`src/rtl/j1.sv`:
```
// j1 -- single-cycle 16-bit stack CPU core.
//
// Every instruction completes in one clock. The code memory is synchronous:
// code_addr carries the next PC combinationally so that the word arriving on
// insn in the following cycle is the instruction at the new PC.
//
// Ports
//   clk        sole clock, rising edge
//   reset      asynchronous, active-low
//   insn       instruction word = mem[code_addr] from the previous cycle
//   code_addr  next-PC word address for the code memory
//   mem_addr   data-memory address (current T)
//   mem_wr     data-memory write strobe (N -> [T])
//   dout       data-memory write data (current N)
//   din        data-memory read data = mem[mem_addr] one clock earlier
//
// Memory handshake: there is no valid/ready pair. The code port is a
// fixed one-cycle-latency read. A data write happens on the rising edge
// that ends a cycle in which mem_wr is high; a data read is op 12 taking
// din, which reflects the address T held during the previous cycle.

module j1 (
  input  logic        clk,
  input  logic        reset,
  input  logic [15:0] insn,
  output logic [12:0] code_addr,
  output logic [15:0] mem_addr,
  output logic        mem_wr,
  output logic [15:0] dout,
  input  logic [15:0] din
);

  // Architectural state
  logic [12:0] pc;
  logic [15:0] t;
  logic [3:0]  dsp;
  logic [3:0]  rsp;
  logic [15:0] dstack [16];
  logic [15:0] rstack [16];

  // Next-state values
  logic [12:0] pc_n;
  logic [15:0] t_n;
  logic [3:0]  dsp_n;
  logic [3:0]  rsp_n;
  logic        dstk_we;
  logic        rstk_we;
  logic [15:0] rstk_wd;
  logic        store;

  logic [15:0] n;
  logic [15:0] r;
  logic [15:0] alu;
  logic [12:0] pc_plus1;

  // Instruction fields
  logic [12:0] target;
  logic [3:0]  alu_op;
  logic [2:0]  alu_func;
  logic [1:0]  rsp_delta;
  logic [1:0]  dsp_delta;
  logic        ret_bit;

  // insn[7] carries no meaning for the ALU format.
  logic unused_insn7;
  assign unused_insn7 = insn[7];

  assign target    = insn[12:0];
  assign ret_bit   = insn[12];
  assign alu_op    = insn[11:8];
  assign alu_func  = insn[6:4];
  assign rsp_delta = insn[3:2];
  assign dsp_delta = insn[1:0];

  assign n        = dstack[dsp];
  assign r        = rstack[rsp];
  assign pc_plus1 = pc + 13'd1;

  // ALU result for the 011 instruction class
  always_comb begin
    alu = t;
    case (alu_op)
      4'd0:    alu = t;
      4'd1:    alu = n;
      4'd2:    alu = t + n;
      4'd3:    alu = t & n;
      4'd4:    alu = t | n;
      4'd5:    alu = t ^ n;
      4'd6:    alu = ~t;
      4'd7:    alu = (n == t) ? 16'hffff : 16'h0000;
      4'd8:    alu = ($signed(n) < $signed(t)) ? 16'hffff : 16'h0000;
      4'd9:    alu = n >> t[3:0];
      4'd10:   alu = t - 16'd1;
      4'd11:   alu = r;
      4'd12:   alu = din;
      4'd13:   alu = n << t[3:0];
      4'd14:   alu = {4'b0000, rsp, 4'b0000, dsp};
      4'd15:   alu = (n < t) ? 16'hffff : 16'h0000;
      default: alu = t;
    endcase
  end

  // Instruction decode: next PC, next T, stack pointer moves and writes
  always_comb begin
    pc_n    = pc_plus1;
    t_n     = t;
    dsp_n   = dsp;
    rsp_n   = rsp;
    dstk_we = 1'b0;
    rstk_we = 1'b0;
    rstk_wd = t;
    store   = 1'b0;
    if (insn[15]) begin
      // literal push
      t_n     = {1'b0, insn[14:0]};
      dsp_n   = dsp + 4'd1;
      dstk_we = 1'b1;
    end else begin
      case (insn[14:13])
        2'b00: pc_n = target;
        2'b01: begin
          // conditional jump always consumes T
          pc_n  = (t == 16'd0) ? target : pc_plus1;
          t_n   = n;
          dsp_n = dsp - 4'd1;
        end
        2'b10: begin
          // return address is stored as a byte address
          pc_n    = target;
          rsp_n   = rsp + 4'd1;
          rstk_we = 1'b1;
          rstk_wd = {2'b00, pc_plus1, 1'b0};
        end
        default: begin
          t_n     = alu;
          dsp_n   = dsp + {{2{dsp_delta[1]}}, dsp_delta};
          rsp_n   = rsp + {{2{rsp_delta[1]}}, rsp_delta};
          // a +1 push always stores old T, so T->N is implied by it
          dstk_we = (dsp_delta == 2'b01) || (alu_func == 3'd1);
          rstk_we = (rsp_delta == 2'b01) || (alu_func == 3'd2);
          store   = (alu_func == 3'd3);
          // R is read at the pre-update rsp
          if (ret_bit) pc_n = r[13:1];
        end
      endcase
    end
  end

  // Reset gates the outward strobes immediately so an aborted store never
  // reaches memory and the code port fetches address 0.
  assign code_addr = reset ? pc_n : 13'd0;
  assign mem_wr    = reset & store;
  assign mem_addr  = t;
  assign dout      = n;

  always_ff @(posedge clk or negedge reset) begin
    if (!reset) begin
      pc  <= 13'd0;
      t   <= 16'd0;
      dsp <= 4'd0;
      rsp <= 4'd0;
    end else begin
      pc  <= pc_n;
      t   <= t_n;
      dsp <= dsp_n;
      rsp <= rsp_n;
    end
  end

  // Stack RAMs are not cleared by reset; pointers wrap silently.
  always_ff @(posedge clk) begin
    if (dstk_we) dstack[dsp_n] <= t;
    if (rstk_we) rstack[rsp_n] <= rstk_wd;
  end

endmodule

```
`config.mk`:
```
export PLATFORM = sky130hd
export DESIGN_NAME = j1
export DESIGN_NICKNAME = d
export VERILOG_FILES = /design/src/rtl/j1.sv
export SDC_FILE = /design/constraint.sdc
export NUM_CORES = 1
export LEC_CHECK = 0
export ABC_CLOCK_PERIOD_IN_PS = 4800
export BUFFER_PORTS_ARGS = -buffer_cell sky130_fd_sc_hd__buf_2
export CORE_MARGIN = 5
export CORE_UTILIZATION = 63
export DETAILED_ROUTE_END_ITERATION = 10
export PLACE_DENSITY = 0.81
export SYNTH_ARGS = -nofsm -noshare
export SYNTH_HDL_FRONTEND = slang
export SYNTH_SLANG_ARGS = --single-unit
```
`constraint.sdc`:
```
create_clock -name clk -period 4.8 [get_ports clk]
set_input_delay 0.24 -clock clk [delete_from_list [all_inputs] [get_ports clk]]
set_output_delay 0.24 -clock clk [all_outputs]
set_load 0.005 [all_outputs]
```
==> results of run 1 <==
[power by group through the flow]
| stage | clock network, mW | logic, mW | registers, mW |
|---|---|---|---|
| final | 4.01 | 10.4 | 6.86 |
| after global routing | 4.28 | 10.9 | 6.91 |
| after CTS | 4.04 | 9.87 | 6.85 |
| after detailed placement | 0 | 9.69 | 6.93 |
| after global placement | 0 | 9.49 | 6.88 |
| after floorplan | 0 | 5.97 | 6.67 |
[worst register-to-register path: stages, from the launching register on]
cell	delay, ns
dfrtp_4	0.51
buf_2	0.22
buf_4	0.14
mux4_2	0.49
o22ai_1	0.36
a21oi_1	0.19
nor3_4	0.27
and4_1	0.35
nand2_1	0.11
nor2_1	0.14
xnor2_1	0.13
nand2_1	0.08
ha_1	0.35
a21o_1	0.22
a221o_1	0.35
a31oi_2	0.23
nor4b_1	0.09
nor4_1	0.30
nand2_1	0.08
[registers in the layout, indices dropped and copies added, names as in the netlist]
| register | count |
|---|---|
| dstack | 256 |
| rsp | 4 |
| pc | 13 |
| rstack | 256 |
| mem_addr | 16 |
| dsp | 4 |
[per-stage QoR]
| step | power (mW) | worst slack [ns] | util | cell area [µm²] |
|---|---|---|---|---|
| after global placement | 16.4 | 0.165 | 0.677 | 28200 |
| after global routing | 22.1 | -0.104 | 0.721 | 30000 |
| after floorplan | 12.6 | 0.580 | - | 26400 |
| final | 21.3 | 0.0755 | 0.721 | 30000 |
| after detailed placement | 16.6 | 0.0621 | 0.677 | 28200 |
| after CTS | 20.8 | 0.0170 | 0.717 | 29900 |
[cells by family after synthesis]
family	count (synthesis)	share of synthesized area
xor+xnor	36	0.0119
mux	188	0.141
flops	549	0.618
simple gates	417	0.0753
buf+inv	154	0.0257
fa+ha+maj	79	0.0383
compound gates	344	0.0902
[path summary, 6_finish.rpt]
| check | from | end | slack, ns | depth (start not counted) |
|---|---|---|---|---|
| worst min-delay path | insn[15] | pc[10] | 0.13 | 3 |
| max in group asynchronous | reset | dsp[0] | 3.74 | 3 |
| worst min register to register | pc[12] | pc[12] | 0.71 | 3 |
| worst max register to register | dsp[0] | mem_addr[15] | 0.08 | 18 |
| min in group asynchronous | reset | pc[6] | 0.21 | 2 |
| worst max-delay path | dsp[0] | mem_addr[15] | 0.08 | 18 |
[repair_timing]
action | 4_1_cts | 5_1_grt
gates resized for setup | 1 | 20
hold buffers | 1 | 0
gates cloned | 1 | 0
endpoints found under the setup margin | 1 | 7
setup buffers | 0 | 7
endpoints found under the hold margin | 16 | 0
[final cells by class]
type                            count  area share
Clock buffer                       64      0.0452
Sequential cell                   549       0.543
Timing Repair Buffer              229      0.0556
Clock inverter                     31     0.00916
Tap cell                          539      0.0225
Multi-Input combinational cell   1064       0.318
Inverter                           52     0.00650
[synth_stat cells (4+ instances only)]
cell       number
edfxtp_1      512
mux4_2        143
nor2_1        124
nand2_1       112
a21oi_1        85
ha_1           76
clkbuf_1       70
o21ai_0        57
inv_1          48
dfrtp_1        37
a22oi_1        35
mux2i_1        35
nand3_1        31
nor3_1         28
and2_1         25
a221oi_1       24
xnor2_1        22
o22ai_1        19
nand2b_1       17
buf_2          16
nor2b_1        16
xor2_1         14
nand4_1        13
a32oi_1        12
a21o_1         10
a31oi_1        10
and3_1         10
o211ai_1        9
o21a_1          9
mux2_2          8
nor4_1          8
or2_2           8
or3_1           8
a211oi_1        7
buf_1           7
o2111ai_1       6
o221ai_1        5
a2111oi_0       4
buf_6           4
[routing by layer]
metal	share of wire	track usage	routed length, µm	vias to the layer above
met5	0.00065	0	55	-
met4	0.063	0.188	5370	8
met3	0.11	0.0875	9700	361
met2	0.48	0.582	40800	1468
met1	0.34	0.471	29300	9141
li1	-	-	-	7395
==> flow_summary_export.csv, run 1 <==
group,metric,value,unit
floorplan,dieArea,46100,µm²
grt,grt_pass1_vias,18308,
hold_path,worst_hold_path_type,"input port to flop",
floorplan,rows,75,
grt,grt_max_degree,70,
floorplan,pin_count,80,
grt,overflow,0,
critical_path,max_stage_delay,0.51,ns
floorplan,initial_utilization,0.633,
placed_design,dp_hpwl,54.4,mm
clock_network,cts_buffers,52,
placed_design,port_buffers,79,
timing,hold_ws,0.132,ns
power,ir_worst_vdd,0.540,mV
flow_run,drv_cap,0,
timing,min_period,4.72,ns
grt,grt_use_total,0.364,
clock_network,clkTransAtPathRegs,0.07,ns
final_layout,final_cells,2528,
placed_design,place.gp.congestion,1.01,
timing,finClkSkew,0.0376,ns
critical_path,crit_required,5.27,ns
critical_path,crit_arrival,5.20,ns
detailed_routing,dr.pass1.iters,6,
yosys,ys_types,89,
clock_network,clock_path_buffers,3,
timing,max_freq,212,MHz
timing,final-setup-viol-count,0,
power,power.density,709,nW/µm²
timing,finalCritPeriodShare,0.984,
critical_path,cp-end-kind,"flop",
power,pwr-share-clk,0.188,
final_layout,final_common_cell,"edfxtp_1",
detailed_routing,num_vias,18373,
yosys,seq_area_frac_synth,0.618,
detailed_routing,remaining_drc_errors,0,
floorplan,fp.dieW,215,µm
detailed_routing,vias_per_cell,7.27,
clock_network,clk_latency,0.62,ns
final_layout,fillers,2528,
critical_path,setup.worst_path.class,"flop to flop",
clock_network,h-tree-depth,2,
final_layout,nNetsFinal,2061,
power,combPwrFrac,0.490,
detailed_routing,wl_per_cell,33.7,µm
yosys,synth_area_leaders,"edfxtp_1 58%, mux4_2 12%, ha_1 3.6%",
power,p_switching,8.88,mW
placed_design,place_inst,2424,
critical_path,critPathTopFamily,"simple AND/OR/NAND/NOR gates",
final_layout,syn2layout_area_growth,13.8,%
critical_path,crit_chain,"buf_2, buf_4, mux4_2, o22ai_1, a21oi_1, nor3_4, and4_1, nand2_1, nor2_1, xnor2_1, nand2_1, ha_1, a21o_1, a221o_1, a31oi_2, nor4b_1, nor4_1, nand2_1",
floorplan,core_area,41700,µm²
final_layout,antennaDiodeCount,0,
final_layout,layout-drive-gt1-share,0.259,
power,p_int,12.4,mW
yosys,synth_nets,1880,
critical_path,slowest_stage,"dfrtp_4",
critical_path,cp_num_buf_inv,2,
clock_network,clkSinkCount,549,
run_status,status,"complete, no violations",
yosys,synthesis.area,26400,µm²
timing,tns,0,ns
yosys,ys_seq_elements,549,
timing,max_slew_margin,0.0532,
timing,hold_violations,0,
final_layout,multi_input_area,9550,µm²
final_layout,layout_common_cells,"512 x edfxtp_1, 143 x mux4_2, 137 x buf_4",
clock_network,cts_tree,"yes",
timing,slew_violations,0,
clock_network,clock-root-buffer,"clkbuf_16",
floorplan,dieHeight,215,µm
grt,grt_pass1_wl,123,mm
timing,worst_pin_slew,1.42,ns
yosys,yosysWarnings,0,
yosys,syn_inst,1767,
final_layout,register_area,16300,µm²
yosys,async_flop_share,0.0674,
detailed_routing,drt_wl_total,85.2,mm
yosys,synth_top_area_frac,0.583,
yosys,synthFlopType,"edfxtp_1",
detailed_routing,drt_iter0_drc,2924,
yosys,syn_avg_cell_area,14.9,µm²
power,pwr-share-seq,0.322,
critical_path,crit_fanout,6,
power,switching_share,0.416,
power,p_leak,10.5,nW
critical_path,critPathMostFrequentCell,"nand2_1",
yosys,synth_edf_count,512,
yosys,synth_top_cell_by_area,"edfxtp_1",
detailed_routing,ant_nets,0,
grt,antenna_found_initial,4,
critical_path,start_kind,"flop",
Power figures use the tool's default switching activity.
==> inputs of run 2 (changes only) <==
RECOVER_POWER = 25   (was unset)
==> flow_summary_export.csv, run 2 (synthesis gave the netlist of run 1 again) <==
group,metric,value,unit
run_status,status,"complete, but fails checks",
run_status,violations,"capacitance limit, slew limit",
floorplan,dieHeight,215,µm
timing,final-setup-viol-count,0,
timing,slew_violations,46,
critical_path,crit_fanout,6,
clock_network,cts_tree,"yes",
critical_path,max_stage_delay,0.51,ns
final_layout,syn2layout_area_growth,13.7,%
critical_path,startpoint,"dsp[0]",
critical_path,setup.worst_path.class,"flop to flop",
detailed_routing,vias_per_cell,7.25,
placed_design,post_dp_cell_area,28200,µm²
floorplan,rows,75,
detailed_routing,remaining_drc_errors,0,
final_layout,antennaDiodeCount,0,
critical_path,cp-end-kind,"flop",
critical_path,critPathTopFamily,"simple AND/OR/NAND/NOR gates",
power,power.density,709,nW/µm²
critical_path,crit_required,5.27,ns
timing,min_period,4.72,ns
timing,max_freq,212,MHz
critical_path,crit_chain,"buf_2, buf_4, mux4_2, o22ai_1, a21oi_1, nor3_4, and4_1, nand2_1, nor2_1, xnor2_1, nand2_1, ha_1, a21o_1, a221o_1, a31oi_2, nor4b_1, nor4_1, nand2_1",
final_layout,register_area,16300,µm²
critical_path,critPathMostFrequentCell,"nand2_1",
detailed_routing,num_vias,18329,
floorplan,fp.dieW,215,µm
timing,max_slew_margin,-0.0965,
final_layout,layout_common_cells,"512 x edfxtp_1, 143 x mux4_2, 125 x buf_4",
power,p_leak,10.5,nW
grt,grt_pass1_wl,123,mm
timing,worst_pin_slew,1.64,ns
critical_path,r2r-start,"dsp[0]",
clock_network,clkTransAtPathRegs,0.07,ns
timing,hold_ws,0.128,ns
timing,finClkSkew,0.0389,ns
clock_network,cts_buffers,52,
clock_network,clock_path_buffers,3,
final_layout,fillers,2539,
power,power.total,21.3,mW
detailed_routing,ant_nets,0,
floorplan,pin_count,80,
critical_path,cp.depth,18,
placed_design,port_buffers,79,
final_layout,multi_input_area,9550,µm²
final_layout,final_area,30000,µm²
grt,grt_max_degree,70,
final_layout,final_common_cell,"edfxtp_1",
critical_path,start_kind,"flop",
critical_path,crit_path_end,"mem_addr[15]",
floorplan,core_area,41700,µm²
power,ir_worst_vdd,0.539,mV
critical_path,r2r_slack,0.08,ns
placed_design,dp_hpwl,54.4,mm
clock_network,clk_latency,0.62,ns
grt,grt_pass1_vias,18308,
critical_path,slowest_stage,"dfrtp_4",
critical_path,rr_endpoint,"mem_addr[15]",
floorplan,dieArea,46100,µm²
final_layout,layout-drive-gt1-share,0.251,
detailed_routing,wl_per_cell,33.6,µm
clock_network,clkSinkCount,549,
placed_design,place.gp.congestion,1.01,
timing,hold_violations,0,
detailed_routing,drt_iter0_drc,2792,
grt,grt_use_total,0.364,
critical_path,cp_num_buf_inv,2,
clock_network,h-tree-depth,2,
final_layout,nNetsFinal,2061,
grt,antenna_found_initial,4,
clock_network,clock-root-buffer,"clkbuf_16",
detailed_routing,drt_wl_total,85.0,mm
flow_run,drv_cap,2,
critical_path,reg2regPathDepth,18,
detailed_routing,dr.pass1.iters,6,
hold_path,worst_hold_path_type,"input port to flop",
floorplan,initial_utilization,0.633,
timing,finalCritPeriodShare,0.983,
critical_path,crit_arrival,5.19,ns
grt,overflow,0,
==> run 2: changes by cell type in the layout (fill, tap and decap cells not counted), sizes merged <==
| cell | before | now |
|---|---|---|
| buf | 227 | 214 |
| clkbuf | 64 | 77 |
==> run 2: report_power, final <==
group,leakage [nW],internal (mW),total (mW),switching (mW)
clock network,0.792,2.19,4.01,1.82
logic,4.61,3.95,10.4,6.44
registers,5.09,6.28,6.87,0.592
==> run 2: routing by layer <==
layer,vias up,GRT usage,wire [µm]
met1,9086,0.471,28600
li1,7386,-,-
met2,1497,0.582,40600
met5,-,0,55
met4,8,0.188,5480
met3,352,0.0875,10200
==> run 2: cell type report <==
cell class,instances,share of cell area
inverter,52,0.00651
clock inverter,31,0.00918
clock buffer,64,0.0452
sequential,549,0.544
multi-input combinational,1064,0.318
timing repair buffer,229,0.0542
tap,539,0.0225
==> run 2: how the worst min path moves through the flow <==
stage               startpoint          end  slack (ns)  cells after the start
detailed placement       reset        pc[6]        0.27                      1
floorplan                reset       dsp[0]       -0.06                      0
global route           insn[0]  mem_addr[0]        0.13                      3
CTS                    insn[0]  mem_addr[0]        0.10                      3
global placement         reset        pc[6]        0.26                      1
finish                insn[15]       pc[10]        0.13                      3
==> run 2: per-stage QoR <==
stage	instances	setup TNS [ns]	worst slack, ns	util
6_report	2528	0	0.0831	0.720
3_5_place_dp	2424	0	0.0621	0.677
5_1_grt	2528	-0.259	-0.105	0.720
3_3_place_gp	2424	0	0.165	0.677
2_1_floorplan	1767	0	0.580	-
4_1_cts	2521	0	0.0170	0.717
==> run 2: worst register-to-register path: cells and delay by family (launching register included) <==
kind | cells | cell delay (ns)
muxes | 1 | 0.49
adders and majority gates | 1 | 0.35
buffers and inverters | 2 | 0.37
xor gates and xnor gates | 1 | 0.13
and+or+nand+nor | 8 | 1.40
DFF | 1 | 0.51
AOI/OAI and AO/OA | 5 | 1.36
==> run 2: timing repair <==
action | CTS | global route
hold endpoints to repair | 16 | 0
resized for setup | 1 | 20
buffers inserted | 0 | 7
endpoints found under the setup margin | 1 | 7
hold buffers | 1 | 0
gates cloned | 1 | 0
